==> config.mk <==
export PLATFORM = sky130hd
export DESIGN_NAME = wb_dbg_master
export DESIGN_NICKNAME = d
export VERILOG_FILES = /design/src/rtl/wb_dbg_master.sv
export SDC_FILE = /design/constraint.sdc
export NUM_CORES = 1
export LEC_CHECK = 0
export CORE_ASPECT_RATIO = 0.9
export CORE_MARGIN = 2
export CORE_UTILIZATION = 45
export CTS_CLUSTER_DIAMETER = 80
export DETAILED_ROUTE_END_ITERATION = 16
export HOLD_SLACK_MARGIN = 0.03
export PLACE_DENSITY_LB_ADDON = 0.12
export SLEW_MARGIN = 20
export SYNTH_ARGS = -nofsm -noshare
export SYNTH_HDL_FRONTEND = slang
export SYNTH_SLANG_ARGS = --single-unit
==> constraint.sdc <==
create_clock -name clk -period 3.8 [get_ports clk]
set_clock_uncertainty 0.1 [all_clocks]
set_input_delay 0.38 -clock clk [delete_from_list [all_inputs] [get_ports clk]]
set_output_delay 0.38 -clock clk [all_outputs]
set_load 0.005 [all_outputs]
==> src/rtl/wb_dbg_master.sv <==
// Byte-stream command front end issuing single 32-bit Wishbone classic cycles.
// Optional macro WB_DBG_AUTOINC_EN adds write-next/read-next with address auto-increment.
module wb_dbg_master #(
  parameter int unsigned timeout_cycles = 1024,
  parameter logic [7:0]  cmd_write      = 8'h01,
  parameter logic [7:0]  cmd_read       = 8'h02
) (
  input  logic        clk,
  input  logic        reset,
  input  logic [7:0]  rx_data,
  input  logic        rx_valid,
  output logic        rx_ready,
  output logic [7:0]  tx_data,
  output logic        tx_valid,
  input  logic        tx_ready,
  output logic [31:0] wb_adr_o,
  output logic [31:0] wb_dat_o,
  input  logic [31:0] wb_dat_i,
  output logic [3:0]  wb_sel_o,
  output logic        wb_we_o,
  output logic        wb_cyc_o,
  output logic        wb_stb_o,
  input  logic        wb_ack_i,
  input  logic        wb_err_i,
  input  logic        wb_rty_i,
  output logic        busy
);
  localparam logic [7:0]  ST_ACK    = 8'h00;
  localparam logic [7:0]  ST_ERR    = 8'h01;
  localparam logic [7:0]  ST_RTY    = 8'h02;
  localparam logic [7:0]  ST_TMO    = 8'h03;
  localparam logic [7:0]  ST_BADOP  = 8'h04;
  localparam logic [15:0] TMO_LIMIT = 16'(timeout_cycles);

  typedef enum logic [2:0] {IDLE, ADDR, DATA, BUS, RESP} state_t;

  state_t      state_q, state_d;
  logic        we_q, we_d;
  logic [1:0]  cnt_q, cnt_d;
  logic [31:0] adr_q, adr_d;
  logic [31:0] wdat_q, wdat_d;
  logic [31:0] rdat_q, rdat_d;
  logic [7:0]  status_q, status_d;
  logic [15:0] tmo_q, tmo_d;
  logic        cyc_q, cyc_d;
  logic        txv_q, txv_d;
  logic [7:0]  txd_q, txd_d;
  logic [2:0]  idx_q, idx_d;
  logic        rx_acc, tx_acc, bus_done;
  logic [2:0]  last_idx;

  assign rx_ready = !reset && (state_q == IDLE || state_q == ADDR || state_q == DATA);
  assign rx_acc   = rx_valid && rx_ready;
  assign tx_acc   = txv_q && tx_ready;
  // Only a successful read carries the four data bytes after the status byte.
  assign last_idx = (status_q == ST_ACK && !we_q) ? 3'd4 : 3'd0;

  always_comb begin
    state_d  = state_q;
    we_d     = we_q;
    cnt_d    = cnt_q;
    adr_d    = adr_q;
    wdat_d   = wdat_q;
    rdat_d   = rdat_q;
    status_d = status_q;
    tmo_d    = tmo_q;
    cyc_d    = cyc_q;
    txv_d    = txv_q;
    txd_d    = txd_q;
    idx_d    = idx_q;
    bus_done = 1'b0;
    unique case (state_q)
      IDLE: if (rx_acc) begin
        cnt_d = 2'd0;
        if (rx_data == cmd_write) begin
          we_d    = 1'b1;
          state_d = ADDR;
        end else if (rx_data == cmd_read) begin
          we_d    = 1'b0;
          state_d = ADDR;
`ifdef WB_DBG_AUTOINC_EN
        end else if (rx_data == 8'h03) begin
          we_d    = 1'b1;
          state_d = DATA;
        end else if (rx_data == 8'h04) begin
          we_d    = 1'b0;
          state_d = BUS;
          cyc_d   = 1'b1;
          tmo_d   = 16'd0;
`endif
        end else begin
          status_d = ST_BADOP;
          state_d  = RESP;
          txv_d    = 1'b1;
          txd_d    = ST_BADOP;
          idx_d    = 3'd0;
        end
      end
      ADDR: if (rx_acc) begin
        adr_d = {adr_q[23:0], rx_data};
        cnt_d = cnt_q + 2'd1;
        if (cnt_q == 2'd3) begin
          if (we_q) begin
            state_d = DATA;
          end else begin
            state_d = BUS;
            cyc_d   = 1'b1;
            tmo_d   = 16'd0;
          end
        end
      end
      DATA: if (rx_acc) begin
        wdat_d = {wdat_q[23:0], rx_data};
        cnt_d  = cnt_q + 2'd1;
        if (cnt_q == 2'd3) begin
          state_d = BUS;
          cyc_d   = 1'b1;
          tmo_d   = 16'd0;
        end
      end
      BUS: begin
        bus_done = 1'b1;
        if (wb_err_i) begin
          status_d = ST_ERR;
        end else if (wb_rty_i) begin
          status_d = ST_RTY;
        end else if (wb_ack_i) begin
          status_d = ST_ACK;
          if (!we_q) rdat_d = wb_dat_i;
`ifdef WB_DBG_AUTOINC_EN
          adr_d = adr_q + 32'd4;
`endif
        end else begin
          tmo_d = tmo_q + 16'd1;
          if (tmo_d == TMO_LIMIT) status_d = ST_TMO;
          else bus_done = 1'b0;
        end
        if (bus_done) begin
          cyc_d   = 1'b0;
          state_d = RESP;
          txv_d   = 1'b1;
          txd_d   = status_d;
          idx_d   = 3'd0;
        end
      end
      RESP: if (tx_acc) begin
        if (idx_q == last_idx) begin
          txv_d   = 1'b0;
          state_d = IDLE;
        end else begin
          idx_d = idx_q + 3'd1;
          case (idx_q)
            3'd0:    txd_d = rdat_q[31:24];
            3'd1:    txd_d = rdat_q[23:16];
            3'd2:    txd_d = rdat_q[15:8];
            default: txd_d = rdat_q[7:0];
          endcase
        end
      end
      default: state_d = IDLE;
    endcase
  end

  always_ff @(posedge clk) begin
    if (reset) begin
      state_q  <= IDLE;
      we_q     <= 1'b0;
      cnt_q    <= 2'd0;
      adr_q    <= 32'd0;
      wdat_q   <= 32'd0;
      rdat_q   <= 32'd0;
      status_q <= 8'd0;
      tmo_q    <= 16'd0;
      cyc_q    <= 1'b0;
      txv_q    <= 1'b0;
      txd_q    <= 8'd0;
      idx_q    <= 3'd0;
    end else begin
      state_q  <= state_d;
      we_q     <= we_d;
      cnt_q    <= cnt_d;
      adr_q    <= adr_d;
      wdat_q   <= wdat_d;
      rdat_q   <= rdat_d;
      status_q <= status_d;
      tmo_q    <= tmo_d;
      cyc_q    <= cyc_d;
      txv_q    <= txv_d;
      txd_q    <= txd_d;
      idx_q    <= idx_d;
    end
  end

  assign wb_cyc_o = cyc_q;
  assign wb_stb_o = cyc_q;
  assign wb_sel_o = {4{cyc_q}};
  assign wb_we_o  = we_q;
  assign wb_adr_o = adr_q;
  assign wb_dat_o = wdat_q;
  assign tx_valid = txv_q;
  assign tx_data  = txd_q;
  assign busy     = (state_q != IDLE);
endmodule

== Word-level counts from Yosys, hierarchy flattened ==
Index checks and enable logic that the tools add are counted.

* Register bits: 139
* Latch bits: 0
* Memory bits (writable): 0
* Memory bits (read-only): 0
* Output and inout port bits: 82
* Memories: 0

* $add $sub $neg: 3
* $mul: 0
* Div/mod/pow operators: 0
* $lt $le $gt $ge: 0
* Equal/unequal tests: 27
* Shift-type cells: 0
* Mux-type cells: 66
* Bitwise gates (word level): 3
* Reduce and logical (&&, ||, !) cells: 29

{| class="wikitable"
|+ Operators with widths
! cell !! number
|-
| 2-to-1 mux 16 bit || 8
|-
| 2-to-1 mux 8 bit || 10
|-
| 2-to-1 mux 3 bit || 17
|-
| case mux 16 bit (3 select lines) || 1
|-
| case mux 8 bit (3 select lines) || 2
|-
| != test 2 bit, second input constant || 13
|-
| AND reduction 7 bit || 3
|-
| 2-to-1 mux 1 bit || 20
|-
| adder 16 x 1 -> 16 bit, second input constant || 1
|-
| equality test 16 x 11 -> 1 bit, second input constant || 1
|-
| case mux 8 bit (2 select lines) || 1
|-
| case mux 3 bit (5 select lines) || 1
|-
| equality test 3 x 2 -> 1 bit, second input constant || 3
|-
| case mux 3 bit (3 select lines) || 1
|-
| AND reduction 9 bit || 1
|-
| nonzero test 3 bit || 3
|-
| equality test 8 x 1 -> 1 bit, second input constant || 1
|-
| equality test 8 x 2 -> 1 bit, second input constant || 1
|-
| logical NOT 8 bit || 1
|-
| AND reduction 8 bit || 1
|-
| equality test 3 x 1 -> 1 bit, second input constant || 2
|-
| logical NOT 3 bit || 2
|-
| != test 2 x 1 -> 1 bit, second input constant || 3
|-
| case mux 1 bit (3 select lines) || 2
|-
| other kinds (17) || 29
|}

== Longest topological paths before layout ==
Gate-level depths: netlist of run 1.

* Word-level depth: 9
* Gate-level depth with buffers: 9

== Worst setup path after synthesis of run 1 ==
Ideal clock, no wire load.

* Path type: reg2reg
* From: reg tmo_q[0]
* To: reg state_q[0]
* Setup time: 0.131 ns
* Data arrival time: 2.098 ns
* Required time: 3.569 ns
* Slack: 1.471 ns
* Stages on the path, launching flop included: 10
* Period minus slack after synthesis: 2.329 ns
* Cell sequence: dfxtp_1 > ha_1 > and2_1 > nand4_1 > mux2_2 > nand3_1 > o31a_1 > buf_6 > o311ai_1 > o41ai_1

* Cells in the longest elaborated chain, start to end: 9

{| class="wikitable"
|+ Ends and longest elaborated chain
! what !! RTL line !! text
|-
| start: declaration || 44 || <nowiki>logic [15:0] tmo_q, tmo_d;</nowiki>
|-
| start signal: assignment || 186 || <nowiki>tmo_q <= tmo_d;</nowiki>
|-
| adder 16 x 1 -> 16 bit || 134 || <nowiki>tmo_d = tmo_q + 16'd1;</nowiki>
|-
| equality test 16 x 11 -> 1 bit || 135 || <nowiki>if (tmo_d == TMO_LIMIT) status_d = ST_TMO;</nowiki>
|-
| 2-to-1 mux 1 bit || 135 ||
|-
| 2-to-1 mux 1 bit || 127 || <nowiki>end else if (wb_ack_i) begin</nowiki>
|-
| 2-to-1 mux 1 bit || 125 || <nowiki>end else if (wb_rty_i) begin</nowiki>
|-
| 2-to-1 mux 1 bit || 123 || <nowiki>if (wb_err_i) begin</nowiki>
|-
| 2-to-1 mux 1 bit || 72 || <nowiki>unique case (state_q)</nowiki>
|-
| != test 2 bit (no line) || -- ||
|-
| AND reduction 8 bit (no line) || -- ||
|-
| end signal: assignment || 179 || <nowiki>state_q <= state_d;</nowiki>
|-
| end: declaration || 37 || <nowiki>state_t state_q, state_d;</nowiki>
|}

No other way between the ends. The select of a mux whose other input is x is not followed.
A chain may end at the register's enable or synchronous reset.

== Final worst setup path of run 1 ==
* From: reg tmo_q[0]
* To: reg txd_q[6] (netlist: tx_data[6])

* Cells in the longest elaborated chain, start to end: 9

{| class="wikitable"
|+ Ends and longest elaborated chain
! what !! RTL line !! text
|-
| adder 16 x 1 -> 16 bit (*) || 134 ||
|-
| equality test 16 x 11 -> 1 bit (*) || 135 ||
|-
| 2-to-1 mux 1 bit || 135 ||
|-
| 2-to-1 mux 1 bit || 127 ||
|-
| 2-to-1 mux 1 bit || 125 ||
|-
| 2-to-1 mux 1 bit || 123 ||
|-
| 2-to-1 mux 1 bit || 72 ||
|-
| != test 2 bit (no line) || -- ||
|-
| AND reduction 7 bit (no line) || -- ||
|-
| end signal: assignment || 189 || <nowiki>txd_q <= txd_d;</nowiki>
|-
| end: declaration || 47 || <nowiki>logic [7:0] txd_q, txd_d;</nowiki>
|}

Mark *: on every way between the ends. The rest lies on a longest branch, timed or not. The select of a mux whose other input is x is not followed.

==> key figures, run 1 <==
Outcome
  • Outcome: completed

GRT
  • Overall routing resource usage: 23.1%
  • Aggregate global routing overflow: 0
  • Wire length of the first global-routing pass: 27000 um
  • Number of global-route vias before repair: 5558
  • Initial antenna violation count: 0
  • Largest net degree at the start of global routing: 93

CTS
  • Skew-Pair Late Insertion Delay: 420 ps
  • CTS buffer count: 17
  • Clock Path Buffers: 2
  • Root buf cell: clkbuf_16
  • CTS sink count: 139
  • Post-CTS setup buffers: 0
  • # resized after CTS: 0
  • Reg clk slew, reported paths: 60 ps
  • H-tree depth: 4
  • CTS Hold Bufs: 0
  • CTS tree: yes

Synth
  • Async SR Flop Fraction: 0%
  • Post-Syn Nets: 834
  • Share of the synthesized area in the top cell type: 45.8%
  • Count leader, synth: nand2_1
  • Register bit total from synthesis: 139
  • Most used DFF post-synth: dfxtp_1
  • Area contributors post-synth: dfxtp_1 (46%), nand2_1 (14%), a21oi_1 (11%)
  • Synth Instances: 781
  • Yosys warns: 0
  • Synth cell count leaders: nand2_1 (226), dfxtp_1 (139), a21oi_1 (131)
  • Post-synth top area cell: dfxtp_1
  • Unique masters post-synth: 66
  • Post-synthesis cell area: 6070 um^2
  • Sequential cell area fraction in the yosys report: 45.8%
  • EDFF count, synth: 0
  • Synth Area per Inst: 7.78 um^2

Routing
  • # DRC: 0
  • WL final: 16800 um
  • DRT antenna net count: 0
  • DRT Pass-1 Iters: 5
  • Drt wl/cell: 15.9 um
  • Vias per inst: 5.58
  • Initial drt markers: 577
  • Vias post-DR: 5887

Floorplanning
  • Num ports: 129
  • Die Ht: 114 um
  • Starting Density: 45.8%
  • Die W: 126 um
  • Rows: 40
  • Core area: 13300 um^2
  • Die ar.: 14400 um^2

Setup path
  • CP Class: reg -> reg
  • Arrival time worst endpoint: 2920 ps
  • WP buf/inv: 0
  • Slowest CP cell: o31a_1
  • Critical Path RT: 3960 ps
  • Startpoint Class: flop
  • Cells along the critical path: ha_1 > and2_1 > nand4_1 > mux2_2 > nand3_1 > o31a_1 > o31ai_1 > a21oi_1
  • Crit path max fanout: 10
  • Crit end category: flop
  • Delay-heaviest family, CP: compound AO/OA/AOI/OAI gates
  • Critical Path Max Stage Delay: 480 ps

Pwr
  • Sw frac: 23.0%
  • Tot Pwr: 3260 uW
  • Comb pwr share: 4.7%
  • Flop pwr share: 45.1%
  • Worst vdd ir: 0.310 mV
  • Pwr dens: 411 nW/um^2
  • Clk network pwr share: 50.1%
  • Int Pwr: 2510 uW
  • Leakage power: 0.00258 uW
  • Switching power: 752 uW

Finish
  • Filler Cell Count: 1172
  • N_diodes: 0
  • Nets: 927
  • Area grow syn2layout: 30.8%
  • Share of post-route cells with drive strength above 1: 7.33%

Timing
  • Fmax: 0.362 GHz
  • Fin. Hold Viols: 0
  • RSZ-0062 raised after global routing: no
  • Hold Slack: 271 ps
  • Max-slew violations: 0
  • Measured slew at the worst slew-check pin: 1080 ps
  • Final min period: 2760 ps
  • Setup_tns: 0 ps
  • Slew HR: 27.9%
  • Final critical-path share of the clock period: 72.6%
  • Final number of setup-violating endpoints: 0

Job
  • Max-cap violations: 0

Placement
  • RePlAce Congestion: 0.831
  • Port Buffers: 128
  • HPWL after detailed placement: 11300 um

Worst hold path
  • Hold WC Path Type: in -> reg
[placed cells by master (no fill, tap or decap), types with 9 or more instances in the layout]
master / instances
clkbuf_16: 17
o21ai_0: 18
nor4_1: 9
clkdlybuf4s50_1: 127
o31ai_1: 10
nand2_1: 226
a21oi_1: 131
nand4_1: 9
nor3_1: 10
nor2_1: 42
dfxtp_1: 139
[cell type report]
class                           count  area (um^2)  area share (%)
Clock buffer                       17          425            5.35
Multi-Input combinational cell    574         3010            37.9
Tap cell                          168          210            2.65
Inverter                            7         26.3           0.331
Sequential cell                   139         2780            35.0
Clock inverter                     15          163            2.05
Timing Repair Buffer              135         1330            16.8
[cell families (layout without fill, tap and decap cells)]
| logic type | Yosys count | count (layout) | synth area share, % |
|---|---|---|---|
| and+or+nand+nor | 349 | 349 | 25.5 |
| xor gates and xnor gates | 4 | 4 | 0.577 |
| adders and majority gates | 6 | 6 | 1.24 |
| DFF | 139 | 139 | 45.8 |
| AOI/OAI and AO/OA | 212 | 212 | 21.5 |
| muxes | 3 | 3 | 0.536 |
| buffers and inverters | 68 | 174 | 4.84 |
[path summary, 6_finish.rpt]
path / start / slack [ps] / end / depth (start not counted)
worst max register to register: tmo_q[0] / 1040 / tx_data[6] / 8
worst min register to register: wb_dat_o[29] / 350 / wb_dat_o[29] / 2
worst min-delay path: reset / 270 / wb_adr_o[11] / 2
worst max-delay path: tmo_q[0] / 1040 / tx_data[6] / 8
[per-layer routing]
metal	share of wire, %	wire length (um)	vias to the layer above	GRT usage, %
met5	0	0	-	0
met4	1.7	277	0	8.94
met3	6.6	1100	27	6.78
met2	47	7950	222	36.4
met1	44	7430	2738	30.0
li1	-	-	2900	-
[state kept, by name, indices dropped and copies added (netlist names)]
signal and cells:
rdat_q 32, wb_adr_o 32, wb_dat_o 32, tmo_q 16, status_q 8, tx_data 8
idx_q 3, state_q 3, cnt_q 2, tx_valid 1, wb_cyc_o 1, wb_we_o 1
[metrics by stage]
stage	utilization [%]	area, um^2	setup WS, ps	cells
final	59.9	7950	1040	1055
after global routing	59.9	7950	869	1055
after CTS	59.9	7950	1090	1055
after detailed placement	55.5	7360	884	1023
after global placement	55.5	7360	949	1023
after floorplan	-	6070	1470	781
[power groups by stage]
| stage | combinational (uW) | sequential (uW) | clock [uW] |
|---|---|---|---|
| 2_1_floorplan | 70.8 | 1500 | 0 |
| 5_1_grt | 167 | 1470 | 1730 |
| 6_report | 154 | 1470 | 1640 |
| 3_5_place_dp | 153 | 1510 | 0 |
| 3_3_place_gp | 149 | 1510 | 0 |
| 4_1_cts | 154 | 1470 | 1660 |
Note: power is estimated with default switching activity, not from simulation.
==> inputs of run 2 (changes only) <==
- clock period: 3.8 -> 2.5 ns (I/O delays scaled with it)
==> key figures, run 2 (synthesis gave the netlist of run 1 again) <==
Setup path
  • WP buf/inv: 3
  • Critical Path Max Stage Delay: 380 ps
  • Crit end category: flop
  • R2R cell count: 10
  • Slowest CP cell: dfxtp_2
  • R2R Path Start: tmo_q[8]
  • Cells along the critical path: nand4_1 > buf_4 > xor2_1 > a31o_2 > a31oi_4 > buf_4 > nor4_4 > buf_4 > or3_1 > a21oi_1
  • Crit path max fanout: 10
  • CP Class: reg -> reg
  • Register-to-register setup slack: 80 ps
  • Worst path most repeated cell: buf_4
  • Levels on crit path: 10
  • Worst Setup SP: tmo_q[8]
  • Critical Path Sink: idx_q[0]
  • Critical Path RT: 2740 ps
  • Startpoint Class: flop
  • Delay-heaviest family, CP: compound AO/OA/AOI/OAI gates
  • Arrival time worst endpoint: 2660 ps
  • Reg-to-Reg End: idx_q[0]

Finish
  • Register Area: 2810 um^2
  • Nets: 974
  • Most common library cell in the layout ignoring fill and taps: nand2_1
  • Area grow syn2layout: 38.6%
  • Design area: 8420 um^2
  • Share of post-route cells with drive strength above 1: 14.5%
  • Filler Cell Count: 1193
  • N_diodes: 0
  • Multi-input gate area: 3090 um^2
  • Commonest cells after routing, fill and taps aside: nand2_1 (225), a21oi_1 (131), clkdlybuf4s50_1 (127), dfxtp_1 (125), buf_4 (54)

Floorplanning
  • Core area: 13300 um^2
  • Die Ht: 114 um
  • Die W: 126 um
  • Rows: 40
  • Num ports: 129
  • Starting Density: 45.8%
  • Die ar.: 14400 um^2

Worst hold path
  • Hold WC Path Type: in -> reg

Outcome
  • Outcome: completed

CTS
  • Reg clk slew, reported paths: 60 ps
  • Skew-Pair Late Insertion Delay: 420 ps
  • CTS sink count: 139
  • H-tree depth: 4
  • CTS buffer count: 17
  • Root buf cell: clkbuf_16
  • Clock Path Buffers: 2
  • CTS Hold Bufs: 0
  • CTS tree: yes

Pwr
  • Leakage power: 0.00287 uW
  • Worst vdd ir: 0.522 mV
  • Pwr dens: 598 nW/um^2
  • Tot Pwr: 5030 uW

Routing
  • Initial drt markers: 413
  • WL final: 16800 um
  • DRT Pass-1 Iters: 5
  • Drt wl/cell: 15.3 um
  • Vias post-DR: 5975
  • DRT antenna net count: 0
  • Vias per inst: 5.42
  • # DRC: 0

Placement
  • Pre-CTS setup slack: -263 ps
  • HPWL after detailed placement: 11600 um
  • DP Area: 7680 um^2
  • Port Buffers: 128
  • RePlAce Congestion: 0.891

Timing
  • Measured slew at the worst slew-check pin: 673 ps
  • Final critical-path share of the clock period: 96.7%
  • Slew HR: 55.1%
  • Final min period: 2420 ps
  • Fin. Hold Viols: 0
  • Worst setup margin: 82.6 ps
  • Fmax: 0.414 GHz
  • Final number of setup-violating endpoints: 0
  • Max-slew violations: 0
  • Hold Slack: 277 ps

GRT
  • Largest net degree at the start of global routing: 67
  • Overall routing resource usage: 23.3%
  • Wire length of the first global-routing pass: 27600 um
  • Number of global-route vias before repair: 5726
  • Initial antenna violation count: 0
  • Aggregate global routing overflow: 0

Job
  • Max-cap violations: 0
## run 2: metrics by stage
step	cells	utilization [%]	setup TNS, ps
floorplan	781	-	0
global placement	1066	57.9	-973
detailed placement	1066	57.9	-1740
CTS	1100	62.6	0
global route	1102	63.5	-30.4
finish	1102	63.5	0
## run 2: timing repair
| action | CTS | global route |
|---|---|---|
| setup buffers | 2 | 2 |
| endpoints found under the setup margin | 5 | 18 |
| pin swaps | 1 | 11 |
| cloned | 0 | 0 |
| resized for setup | 2 | 34 |
| hold endpoints to repair | 0 | 0 |
## run 2: power by group
part           internal, uW  leakage [uW]  total [uW]  switching, uW
clock network          1520      0.000282        2540           1020
registers              2220       0.00113        2230           10.7
logic                   133       0.00146         264            131
## run 2: worst min-delay path by stage
stage / startpoint / cells after the start / slack (ps) / to
floorplan: wb_dat_i[0] / 2 / 290 / rdat_q[0]
global placement: wb_dat_o[30] / 2 / 340 / wb_dat_o[30]
detailed placement: wb_dat_o[28] / 2 / 350 / wb_dat_o[28]
CTS: wb_dat_i[21] / 3 / 260 / rdat_q[21]
global route: wb_dat_i[3] / 3 / 270 / rdat_q[3]
finish: wb_dat_i[20] / 3 / 280 / rdat_q[20]
## run 2: cell type report
class | count | share of cell area (%)
clock inverters | 14 | 1.89
multi-input cells | 574 | 36.7
inverters | 7 | 0.312
well taps | 168 | 2.50
clock buffers | 18 | 5.22
flip-flops and latches | 139 | 33.4
repair buffers | 182 | 20.0
## run 2: layer usage
layer | GRT usage [%] | up-vias | part of all wire [%]
li1 | - | 2983 | -
met1 | 30.4 | 2799 | 47
met2 | 37.6 | 174 | 46
met3 | 6.26 | 19 | 6.2
met4 | 7.55 | 0 | 1.4
met5 | 0 | - | 0
## run 2: worst register-to-register path, cell delays in order (launching register included)
cell	delay [ps]
dfxtp_2	380
nand4_1	170
buf_4	190
xor2_1	130
a31o_2	260
a31oi_4	250
buf_4	180
nor4_4	40
buf_4	170
or3_1	340
a21oi_1	150
